$ cat config.mk
export PLATFORM = sky130hd
export DESIGN_NAME = pipe_hazard_ctrl
export DESIGN_NICKNAME = d
export VERILOG_FILES = /design/src/rtl/pipe_hazard_ctrl_pkg.sv /design/src/rtl/pipe_src_decode.sv /design/src/rtl/pipe_hazard_ctrl.sv
export SDC_FILE = /design/constraint.sdc
export NUM_CORES = 1
export LEC_CHECK = 0
export CAP_MARGIN = 25
export CORE_UTILIZATION = 50
export CTS_BUF_LIST = sky130_fd_sc_hd__clkbuf_8
export DETAILED_ROUTE_END_ITERATION = 6
export PLACE_DENSITY = 0.85
export SYNTH_ARGS = -nofsm -noshare
export SYNTH_HDL_FRONTEND = slang
export SYNTH_HIERARCHICAL = 1
export SYNTH_SLANG_ARGS = --single-unit
export TNS_END_PERCENT = 30
$ cat constraint.sdc
create_clock -name clk -period 6.6 [get_ports clk]
set_input_delay 0.66 -clock clk [delete_from_list [all_inputs] [get_ports clk]]
set_output_delay 0.66 -clock clk [all_outputs]
set_load 0.005 [all_outputs]
$ cat src/rtl/pipe_hazard_ctrl_pkg.sv
// ============================================================================
//  Module   : pipe_hazard_ctrl_pkg
//  Brief    : Shared sequencer state encoding and instruction opcode match
//             constants used by the hazard unit and the control decoder.
//  Revision : 1.0 - initial release
// ============================================================================
`default_nettype none

package pipe_hazard_ctrl_pkg;

    typedef enum logic [0:0] {
        ST_RUN      = 1'b0,
        ST_MUL_WAIT = 1'b1
    } state_e;

    localparam logic [9:0]  c_OP_ADDI   = 10'b1001000100;
    localparam logic [10:0] c_OP_ADDS   = 11'b10101011000;
    localparam logic [10:0] c_OP_SUBS   = 11'b11101011000;
    localparam logic [10:0] c_OP_LDUR   = 11'b11111000010;
    localparam logic [10:0] c_OP_STUR   = 11'b11111000000;
    localparam logic [10:0] c_OP_LSL    = 11'b11010011011;
    localparam logic [10:0] c_OP_LSR    = 11'b11010011010;
    localparam logic [10:0] c_OP_MUL    = 11'b10011011000;
    localparam logic [5:0]  c_MUL_SHAMT = 6'h1F;
    localparam logic [7:0]  c_OP_CBZ    = 8'b10110100;
    localparam logic [5:0]  c_OP_B      = 6'b000101;
    localparam logic [7:0]  c_OP_BCOND  = 8'b01010100;
    localparam logic [4:0]  c_COND_LT   = 5'b01011;
    localparam logic [4:0]  c_XZR       = 5'd31;

endpackage

`default_nettype wire

$ cat src/rtl/pipe_src_decode.sv
// ============================================================================
//  Module   : pipe_src_decode
//  Brief    : Combinational source/destination classifier for the ID-stage
//             instruction, plus its register fields.
//  Revision : 1.0 - initial release
// ============================================================================
`default_nettype none

module pipe_src_decode
    import pipe_hazard_ctrl_pkg::*;
(
    input  logic [31:0] instr_d,
    output logic        reads_rn,
    output logic        reads_rm,
    output logic        reads_rt,
    output logic        writes_rd,
    output logic        is_load,
    output logic        is_mul,
    output logic        is_cbz,
    output logic [4:0]  rn,
    output logic [4:0]  rm,
    output logic [4:0]  rt
);

    logic [10:0] w_op11;

    assign w_op11 = instr_d[31:21];
    assign rn     = instr_d[9:5];
    assign rm     = instr_d[20:16];
    assign rt     = instr_d[4:0];

    // B, B.LT and the all-zero no-op fall through with every flag clear.
    always_comb begin
        reads_rn  = 1'b0;
        reads_rm  = 1'b0;
        reads_rt  = 1'b0;
        writes_rd = 1'b0;
        is_load   = 1'b0;
        is_mul    = 1'b0;
        is_cbz    = 1'b0;
        if (instr_d[31:22] == c_OP_ADDI) begin
            reads_rn  = 1'b1;
            writes_rd = 1'b1;
        end else if ((w_op11 == c_OP_ADDS) || (w_op11 == c_OP_SUBS)) begin
            reads_rn  = 1'b1;
            reads_rm  = 1'b1;
            writes_rd = 1'b1;
        end else if ((w_op11 == c_OP_MUL) && (instr_d[15:10] == c_MUL_SHAMT)) begin
            reads_rn  = 1'b1;
            reads_rm  = 1'b1;
            writes_rd = 1'b1;
            is_mul    = 1'b1;
        end else if ((w_op11 == c_OP_LDUR) && (instr_d[11:10] == 2'b00)) begin
            reads_rn  = 1'b1;
            writes_rd = 1'b1;
            is_load   = 1'b1;
        end else if (w_op11 == c_OP_STUR) begin
            reads_rn  = 1'b1;
            reads_rt  = 1'b1;
        end else if ((w_op11 == c_OP_LSL) || (w_op11 == c_OP_LSR)) begin
            reads_rn  = 1'b1;
            writes_rd = 1'b1;
        end else if (instr_d[31:24] == c_OP_CBZ) begin
            reads_rt  = 1'b1;
            is_cbz    = 1'b1;
        end
    end

endmodule

`default_nettype wire

$ cat src/rtl/pipe_hazard_ctrl.sv
// ============================================================================
//  Module   : pipe_hazard_ctrl
//  Brief    : Hazard and stall sequencer: load-use and CBZ stalls, taken-branch
//             squash and front-end freeze while the multiplier occupies EX.
//  Revision : 1.0 - initial release
// ============================================================================
`default_nettype none

module pipe_hazard_ctrl
    import pipe_hazard_ctrl_pkg::*;
#(
    parameter int MUL_CYCLES = 4
) (
    input  logic        clk,
    input  logic        reset,
    input  logic [31:0] instr_d,
    input  logic        br_taken,
    output logic        pc_write,
    output logic        ifid_write,
    output logic        ifid_flush,
    output logic        idex_write,
    output logic        idex_bubble,
    output logic        exmem_bubble,
    output logic        mul_start,
    output logic        mul_busy,
    output logic [15:0] stall_cycles
);

    localparam logic [3:0] c_CNT_LOAD = 4'(MUL_CYCLES - 1);

    logic        w_reads_rn, w_reads_rm, w_reads_rt, w_writes_rd;
    logic        w_is_load, w_is_mul, w_is_cbz;
    logic [4:0]  w_rn, w_rm, w_rt;

    state_e      r_state_q, w_state_d;
    logic [3:0]  r_cnt_q, w_cnt_d;
    logic        r_ex_valid_q, w_ex_valid_d;
    logic        r_ex_load_q, w_ex_load_d;
    logic        r_ex_wr_q, w_ex_wr_d;
    logic [4:0]  r_ex_rd_q, w_ex_rd_d;
    logic [15:0] r_stall_cycles_q, w_stall_cycles_d;

    logic        w_freeze, w_hit_any, w_load_use, w_cbz_haz, w_stall;

    pipe_src_decode u_src_decode (
        .instr_d   (instr_d),
        .reads_rn  (w_reads_rn),
        .reads_rm  (w_reads_rm),
        .reads_rt  (w_reads_rt),
        .writes_rd (w_writes_rd),
        .is_load   (w_is_load),
        .is_mul    (w_is_mul),
        .is_cbz    (w_is_cbz),
        .rn        (w_rn),
        .rm        (w_rm),
        .rt        (w_rt)
    );

    assign w_freeze   = (r_state_q == ST_MUL_WAIT) && (r_cnt_q != 4'd0);
    assign w_hit_any  = (w_reads_rn && (w_rn == r_ex_rd_q)) ||
                        (w_reads_rm && (w_rm == r_ex_rd_q)) ||
                        (w_reads_rt && (w_rt == r_ex_rd_q));
    assign w_load_use = r_ex_valid_q && r_ex_load_q && (r_ex_rd_q != c_XZR) && w_hit_any;
    // CBZ compares in ID, so any ALU result still in EX is too late for it.
    assign w_cbz_haz  = w_is_cbz && r_ex_valid_q && r_ex_wr_q &&
                        (r_ex_rd_q != c_XZR) && (w_rt == r_ex_rd_q);
    assign w_stall    = !w_freeze && (w_load_use || w_cbz_haz);

    assign mul_start    = (r_state_q == ST_MUL_WAIT) && (r_cnt_q == c_CNT_LOAD);
    assign mul_busy     = (r_state_q == ST_MUL_WAIT);
    assign stall_cycles = r_stall_cycles_q;

    always_comb begin
        pc_write     = 1'b1;
        ifid_write   = 1'b1;
        idex_write   = 1'b1;
        idex_bubble  = 1'b0;
        exmem_bubble = 1'b0;
        ifid_flush   = 1'b0;
        if (w_freeze) begin
            pc_write     = 1'b0;
            ifid_write   = 1'b0;
            idex_write   = 1'b0;
            exmem_bubble = 1'b1;
        end else if (w_stall) begin
            pc_write     = 1'b0;
            ifid_write   = 1'b0;
            idex_bubble  = 1'b1;
        end else begin
            ifid_flush   = br_taken && !reset;
        end
    end

    always_comb begin
        w_state_d = r_state_q;
        w_cnt_d   = r_cnt_q;
        if (w_freeze) begin
            w_cnt_d = r_cnt_q - 4'd1;
        end else if (w_is_mul && !w_stall) begin
            w_state_d = ST_MUL_WAIT;
            w_cnt_d   = c_CNT_LOAD;
        end else if (r_state_q == ST_MUL_WAIT) begin
            w_state_d = ST_RUN;
        end
    end

    always_comb begin
        w_ex_valid_d = r_ex_valid_q;
        w_ex_load_d  = r_ex_load_q;
        w_ex_wr_d    = r_ex_wr_q;
        w_ex_rd_d    = r_ex_rd_q;
        if (idex_write) begin
            if (idex_bubble) begin
                w_ex_valid_d = 1'b0;
                w_ex_load_d  = 1'b0;
                w_ex_wr_d    = 1'b0;
                w_ex_rd_d    = 5'd0;
            end else begin
                w_ex_valid_d = 1'b1;
                w_ex_load_d  = w_is_load;
                w_ex_wr_d    = w_writes_rd;
                w_ex_rd_d    = w_rt;
            end
        end
        w_stall_cycles_d = r_stall_cycles_q;
        if (!pc_write && (r_stall_cycles_q != 16'hFFFF)) begin
            w_stall_cycles_d = r_stall_cycles_q + 16'd1;
        end
    end

    always_ff @(posedge clk or posedge reset) begin
        if (reset) begin
            r_state_q        <= ST_RUN;
            r_cnt_q          <= 4'd0;
            r_ex_valid_q     <= 1'b0;
            r_ex_load_q      <= 1'b0;
            r_ex_wr_q        <= 1'b0;
            r_ex_rd_q        <= 5'd0;
            r_stall_cycles_q <= 16'd0;
        end else begin
            r_state_q        <= w_state_d;
            r_cnt_q          <= w_cnt_d;
            r_ex_valid_q     <= w_ex_valid_d;
            r_ex_load_q      <= w_ex_load_d;
            r_ex_wr_q        <= w_ex_wr_d;
            r_ex_rd_q        <= w_ex_rd_d;
            r_stall_cycles_q <= w_stall_cycles_d;
        end
    end

endmodule

`default_nettype wire

==> out/results.md, run 1 <==
• total of endpoints with negative setup slack in the final report: 0
• VDD IR max: 0.108 mV
• CTS H-Tree Depth: 2
• category of the worst setup path launch point: input port
• total negative slack: 0 ns
• mapped cell area: 1940 um^2
• Chip Height: 64.3 um
• portion of netlist area occupied by mux cells: 1.10%
• maximum frequency from static timing analysis: 239 MHz
• Syn Inst Count: 212
• clock root buffer: sky130_fd_sc_hd__clkbuf_8
• Chip Width: 64.3 um
• setup repair after global routing missed its margin: no
• post-route non-filler standard cell count: 306
• initial standard-cell utilization of the core: 52.6%
• final number of hold-violating endpoints: 0
• post-layout power: 0.000368 W
• Ports: 59
• Worst path slowest cell: sky130_fd_sc_hd__clkdlybuf4s50_1
• max-cap violations: 0
• basic-gate share of the synthesized area counting and, or, nand and nor cells: 29.5%
• worst min-delay path class: reg -> reg
• arrival time reported for the critical path endpoint: 3.53 ns
• count of flip-flops with a built-in enable after synthesis: 0
• net total in the final layout: 296
• placer congestion estimate: 0.862
• syn_area_per_cell: 9.16 um^2
• diode insertion count for antenna repair: 0
• number of clock buffers inserted by TritonCTS: 5
• ANT nets after route: 0
• total congestion overflow: 0
• main combinational cell family by area after synthesis: simple AND/OR/NAND/NOR gates
• area share of xor/xnor cells in the synthesized design: 13.5%
• Synth Register Bits: 29
• power density over the cells: 146 nW/um^2
• ordered cell list for the critical path: clkdlybuf4s50_1 > or3b_4 > or4_1 > nand3_1 > nand3_1 > nor3b_2 > o21ai_2 > nand2_1 > inv_1 > and3_1 > clkdlybuf4s50_1
• maximum number of pins on one net before global-route repair: 31
• count of instances resized after the clock tree is built: 0
• TritonCTS clock tree: done
• number of slew-limit violations in the final report: 0
• fraction of the cycle the final worst path needs: 63.5%
• clock buffer depth: 2
• area of the die: 4140 um^2
• fin crit period: 4.19 ns
• source-to-sink clock delay at the later pin of the worst-skew pair: 0.28 ns
• longest individual stage delay on the worst path: 0.48 ns
• pin slew with the least headroom to its limit: 0.579 ns
• Synth-to-Final Area Change: 29.3%
• drt drc: 0
• fraction of layout cells with a size suffix above 1: 7.75%
• Crit Path Class: in -> out
• wirelength, routed: 4080 um
• leakage component of the power: 1.04 nW
• cell count of the worst reg-to-reg path: 8
• placed cell count: 298
• sink count of the clock tree: 29
• worst-case headroom to the max-slew limit: 61.3%
• hold-fix buffer count after cts: 0
• routed length per instance: 13.3 um
• primary flip-flop cell chosen by synthesis mapping: sky130_fd_sc_hd__dfrtp_1
• maximum clock skew at final layout: 0.00842 ns
• via count of the first global-routing pass: 1,600
• buffers inserted by post-CTS timing repair: 0
• detailed router's first-iteration violation count: 53
• number of cells traversed by the worst hold path: 2
• sequential element share of the synthesized area: 37.4%
• vias after detailed routing: 1,662
• final-layout fill cell count: 313
• wire length of the first global-routing pass: 7110 um
• antenna violations before repair: 0
• Std-Cell Rows: 22
• worst-path maximum fanout: 11
• drt pass-1 iters: 4
• data required time at the worst endpoint: 5.94 ns
• status: finished, final reports clean
• via-per-instance ratio: 5.43
• count of distinct cell types in the synthesized netlist: 46
• DPL Wire Length: 3010 um
• Port Buf Inserts: 58
• Placeable Area: 3690 um^2
• syn nets: 251
• fraction of the mapped netlist area in adder cells: 2.58%
• share of synthesized flip-flops with an asynchronous set or reset: 100%
• clock edge transition at the registers on the reported setup and hold paths: 0.06 ns
• synthesized-area fraction occupied by ao, oa, aoi and oai cells: 5.86%
• Crit. End Element: primary output
• smallest hold slack: 0.467 ns
• warnings from Yosys: 6
• global-route usage over all layers: 22.1%
## synthesized netlist by cell type (2+ instances only)
cell type                   n  share of area (%)
sky130_fd_sc_hd__nand3_1   20                5.2
sky130_fd_sc_hd__xnor2_1   23                 10
sky130_fd_sc_hd__o21ai_0    4                1.0
sky130_fd_sc_hd__nor3_1     5                1.3
sky130_fd_sc_hd__nand2_1   25                4.8
sky130_fd_sc_hd__a22oi_1    2               0.77
sky130_fd_sc_hd__dfrtp_1   29                 37
sky130_fd_sc_hd__nor2_1    14                2.7
sky130_fd_sc_hd__buf_4     16                6.2
sky130_fd_sc_hd__buf_6      3                1.7
sky130_fd_sc_hd__nor3b_1    2               0.77
sky130_fd_sc_hd__and3_1     3               0.97
sky130_fd_sc_hd__nand3b_1   2               0.77
sky130_fd_sc_hd__ha_1       4                2.6
sky130_fd_sc_hd__inv_1      9                1.7
sky130_fd_sc_hd__nand4_1   12                3.9
sky130_fd_sc_hd__xor2_1     7                3.2
sky130_fd_sc_hd__clkbuf_1   2               0.39
sky130_fd_sc_hd__nand4b_1   3                1.4
## critical path, delay by kind of cell
kind | cells | cell delay [ns]
buffers and inverters | 3 | 1.00
AOI/OAI and AO/OA | 1 | 0.18
and+or+nand+nor | 7 | 1.69
## through the flow
| stage | setup slack [ns] | utilization [%] | cell area [um^2] |
|---|---|---|---|
| 2_1_floorplan | 3.43 | - | 1940 |
| 3_3_place_gp | 2.47 | 65.8 | 2430 |
| 3_5_place_dp | 2.43 | 65.8 | 2430 |
| 4_1_cts | 2.42 | 68.1 | 2510 |
| 5_1_grt | 2.24 | 68.1 | 2510 |
| 6_report | 2.41 | 68.1 | 2510 |
## state kept, by name, summed over array words and instances (netlist names)
register and cells:
r_ex_rd_q 5, mul_busy 1, r_ex_valid_q 1, r_cnt_q 4
stall_cycles 16, r_ex_load_q 1, r_ex_wr_q 1
## cells in the final DEF, fill, tap and decap left out, types with 2 or more instances in the layout
| cell | synthesis | final |
|---|---|---|
| sky130_fd_sc_hd__clkdlybuf4s50_1 | 0 | 58 |
| sky130_fd_sc_hd__dfrtp_1 | 29 | 29 |
| sky130_fd_sc_hd__nand2_1 | 25 | 25 |
| sky130_fd_sc_hd__xnor2_1 | 23 | 23 |
| sky130_fd_sc_hd__nand3_1 | 20 | 20 |
| sky130_fd_sc_hd__nor2_1 | 14 | 14 |
| sky130_fd_sc_hd__nand4_1 | 12 | 12 |
| sky130_fd_sc_hd__inv_1 | 9 | 10 |
| sky130_fd_sc_hd__xor2_1 | 7 | 7 |
| sky130_fd_sc_hd__nor3_1 | 5 | 5 |
| sky130_fd_sc_hd__clkbuf_8 | 0 | 5 |
| sky130_fd_sc_hd__o21ai_0 | 4 | 4 |
| sky130_fd_sc_hd__ha_1 | 4 | 4 |
| sky130_fd_sc_hd__and3_1 | 3 | 3 |
| sky130_fd_sc_hd__nand4b_1 | 3 | 3 |
| sky130_fd_sc_hd__a22oi_1 | 2 | 2 |
| sky130_fd_sc_hd__nand3b_1 | 2 | 2 |
| sky130_fd_sc_hd__nor3b_1 | 2 | 2 |
| sky130_fd_sc_hd__clkinv_2 | 0 | 2 |
## path summary, 6_finish.rpt
kind | slack (ns) | to | startpoint
min in group asynchronous | 0.76 | stall_cycles[9] | reset
hold / removal | 0.47 | r_ex_wr_q | r_ex_wr_q
max in group asynchronous | 5.57 | stall_cycles[14] | reset
setup / recovery | 2.41 | ifid_flush | instr_d[25]
setup reg to reg | 4.33 | r_cnt_q[3] | r_cnt_q[0]
hold reg to reg | 0.47 | r_ex_wr_q | r_ex_wr_q
## report_power, final
part	switching, W	total (W)	internal [W]	leakage, nW
clock	0.0000648	0.000136	0.0000712	0.0491
combinational	0.0000184	0.0000482	0.0000297	0.629
sequential	0.00000369	0.000184	0.000180	0.363
## logic make-up (layout without fill, tap and decap cells)
| group | after synthesis | after routing |
|---|---|---|
| buf+inv | 30 | 76 |
| fa+ha+maj | 4 | 4 |
| flops | 29 | 29 |
| simple gates | 102 | 102 |
| compound gates | 15 | 15 |
| mux | 2 | 2 |
| xor+xnor | 30 | 30 |
## layer usage
metal / share of wire (%) / global-route usage (%)
met5: 0 / 0
met4: 0.37 / 6.67
met3: 6.8 / 6.25
met2: 46 / 36.3
met1: 47 / 28.0
## area by class of cell
type / count / area, um^2 / area share [%]
multi-input cells: 153 / 1020 / 40.7
flip-flops and latches: 29 / 726 / 28.9
repair buffers: 59 / 588 / 23.4
clock buffers: 5 / 68.8 / 2.74
well taps: 48 / 60.1 / 2.39
inverters: 9 / 33.8 / 1.35
clock inverters: 3 / 13.8 / 0.548
(Power assumes the default switching activity.)
==> run 2: changes to the inputs <==
--- a/config.mk
+++ b/config.mk
@@ -6,10 +6,10 @@
 export NUM_CORES = 1
 export LEC_CHECK = 0
 export CAP_MARGIN = 25
-export CORE_UTILIZATION = 50
+export CORE_UTILIZATION = 49
 export CTS_BUF_LIST = sky130_fd_sc_hd__clkbuf_8
 export DETAILED_ROUTE_END_ITERATION = 6
-export PLACE_DENSITY = 0.85
+export PLACE_DENSITY = 0.83
 export SYNTH_ARGS = -nofsm -noshare
 export SYNTH_HDL_FRONTEND = slang
 export SYNTH_HIERARCHICAL = 1
==> constraint.sdc (replaced) <==
create_clock -name clk -period 4.4 [get_ports clk]
set_input_delay 0.44 -clock clk [delete_from_list [all_inputs] [get_ports clk]]
set_output_delay 0.44 -clock clk [all_outputs]
set_load 0.005 [all_outputs]
==> run 2 against run 1 <==
Net effect: sequential power increased by 50%; total power rose by 59%; routed wire length rose by 2.7%; critical path depth grew 1; cell count is the same; hold slack better by 0.027 ns; global-route usage is essentially flat; first-iteration DRC count up 36%; utilization shrank 0.50 points; largest power group unchanged.
==> out/results.md, run 2 (synthesis results as in run 1) <==
• status: finished, final reports clean
• sink count of the clock tree: 29
• initial standard-cell utilization of the core: 51.9%
• Chip Width: 65.0 um
• final-layout fill cell count: 327
• clock buffer depth: 2
• power density over the cells: 232 nW/um^2
• antenna violations before repair: 0
• final design utilization: 67.6%
• number of flip-flops in the largest register: 16
• ANT nets after route: 0
• TritonCTS clock tree: done
• detailed router's first-iteration violation count: 72
• via count of the first global-routing pass: 1,580
• ordered cell list for the critical path: clkdlybuf4s50_1 > or3b_4 > nor3_1 > a21o_1 > a22oi_1 > nand4bb_1 > o22ai_1 > o21ai_2 > nand2_1 > inv_1 > and3_1 > clkdlybuf4s50_1
• DPL Wire Length: 3130 um
• source-to-sink clock delay at the later pin of the worst-skew pair: 0.28 ns
• wire length of the first global-routing pass: 6980 um
• total congestion overflow: 0
• leakage component of the power: 1.05 nW
• Worst path slowest cell: sky130_fd_sc_hd__clkdlybuf4s50_1
• Crit Path Class: in -> out
• net total in the final layout: 296
• via-per-instance ratio: 5.41
• fraction of layout cells with a size suffix above 1: 8.14%
• vias after detailed routing: 1,656
• Placeable Area: 3740 um^2
• fin crit period: 3.77 ns
• category of the worst setup path launch point: input port
• count of instances resized after the clock tree is built: 0
• total of endpoints with negative setup slack in the final report: 0
• Std-Cell Rows: 22
• Synth-to-Final Area Change: 30.3%
• worst min-delay path class: reg -> reg
• CTS H-Tree Depth: 2
• worst-case headroom to the max-slew limit: 61.9%
• number of clock buffers inserted by TritonCTS: 5
• drt pass-1 iters: 4
• longest individual stage delay on the worst path: 0.48 ns
• routed length per instance: 13.7 um
• Crit. End Element: primary output
• VDD IR max: 0.182 mV
• Worst Setup Slack post-DPL: 0.633 ns
• Chip Height: 65.0 um
• maximum clock skew at final layout: 0.00761 ns
• buffers inserted by post-CTS timing repair: 0
• placer congestion estimate: 0.882
• maximum frequency from static timing analysis: 265 MHz
• maximum number of pins on one net before global-route repair: 31
• diode insertion count for antenna repair: 0
• minimum setup slack in the final design: 0.632 ns
• Port Buf Inserts: 58
• fraction of the cycle the final worst path needs: 85.6%
• max-cap violations: 0
• worst-path maximum fanout: 11
• Ports: 59
• post-route design area: 2530 um^2
• total negative slack: 0 ns
• total placed instance area: 2430 um^2
• global-route usage over all layers: 22.1%
• post-layout power: 0.000586 W
• number of slew-limit violations in the final report: 0
• data required time at the worst endpoint: 3.96 ns
• commonest non-fill, non-tap cells in the layout: sky130_fd_sc_hd__clkdlybuf4s50_1, sky130_fd_sc_hd__dfrtp_1, sky130_fd_sc_hd__nand2_1
• arrival time reported for the critical path endpoint: 3.33 ns
• final number of hold-violating endpoints: 0
• CP dominant cell by count: sky130_fd_sc_hd__clkdlybuf4s50_1
• pin slew with the least headroom to its limit: 0.570 ns
• most frequent standard cell in the layout excluding fill and tap cells: sky130_fd_sc_hd__clkdlybuf4s50_1
• clock edge transition at the registers on the reported setup and hold paths: 0.06 ns
• drt drc: 0
• setup repair after global routing missed its margin: no
• wirelength, routed: 4190 um
• area of the die: 4220 um^2
• hold-fix buffer count after cts: 0
• clock root buffer: sky130_fd_sc_hd__clkbuf_8
-- run 2: cell count changes in the layout (fill, tap and decap cells not counted), sizes merged --
cell / previous run / this run
clkbuf: 5 / 7
clkinv: 2 / 1
inv: 10 / 9
-- run 2: critical path: cells and delay by family --
family | cells | cell delay, ns
buffers and inverters | 3 | 1.01
AND/OR/NAND/NOR | 5 | 1.25
AO/OA/AOI/OAI | 4 | 0.62
-- run 2: cell type report --
cell class	instances	area (um^2)	share of cell area [%]
Sequential cell	29	726	28.7
Clock inverter	1	5.00	0.198
Timing Repair Buffer	59	588	23.2
Clock buffer	7	96.3	3.81
Inverter	9	33.8	1.34
Multi-Input combinational cell	153	1020	40.4
Tap cell	48	60.1	2.37
-- run 2: final timing paths --
kind,startpoint,to,slack (ns),cells after the start
max,instr_d[25],ifid_flush,0.63,12
min reg2reg,r_cnt_q[3],r_cnt_q[3],0.49,1
min,r_cnt_q[3],r_cnt_q[3],0.49,1
min in group asynchronous,reset,r_cnt_q[2],0.53,3
max reg2reg,r_cnt_q[0],r_cnt_q[2],2.10,8
max in group asynchronous,reset,r_ex_rd_q[2],3.59,3
-- run 2: metrics by stage --
stage | hold WS (ns) | cells
final | 0.493 | 306
after global routing | 0.504 | 306
after CTS | 0.498 | 306
after floorplan | 0.440 | 212
after global placement | 0.456 | 298
after detailed placement | 0.477 | 298
-- run 2: report_power, final --
group          switching (W)  internal, W  leakage (nW)  total [W]
Combinational      0.0000278    0.0000447         0.629  0.0000725
Sequential        0.00000561     0.000270         0.363   0.000276
Clock              0.0000969     0.000141        0.0542   0.000238
-- run 2: per-layer routing --
metal | routed length, um | GRT usage (%) | up-vias
met5 | 0 | 0 | -
met4 | 79 | 10.0 | 0
met3 | 244 | 6.16 | 8
met2 | 1970 | 35.7 | 46
met1 | 1890 | 27.2 | 792
li1 | - | - | 810
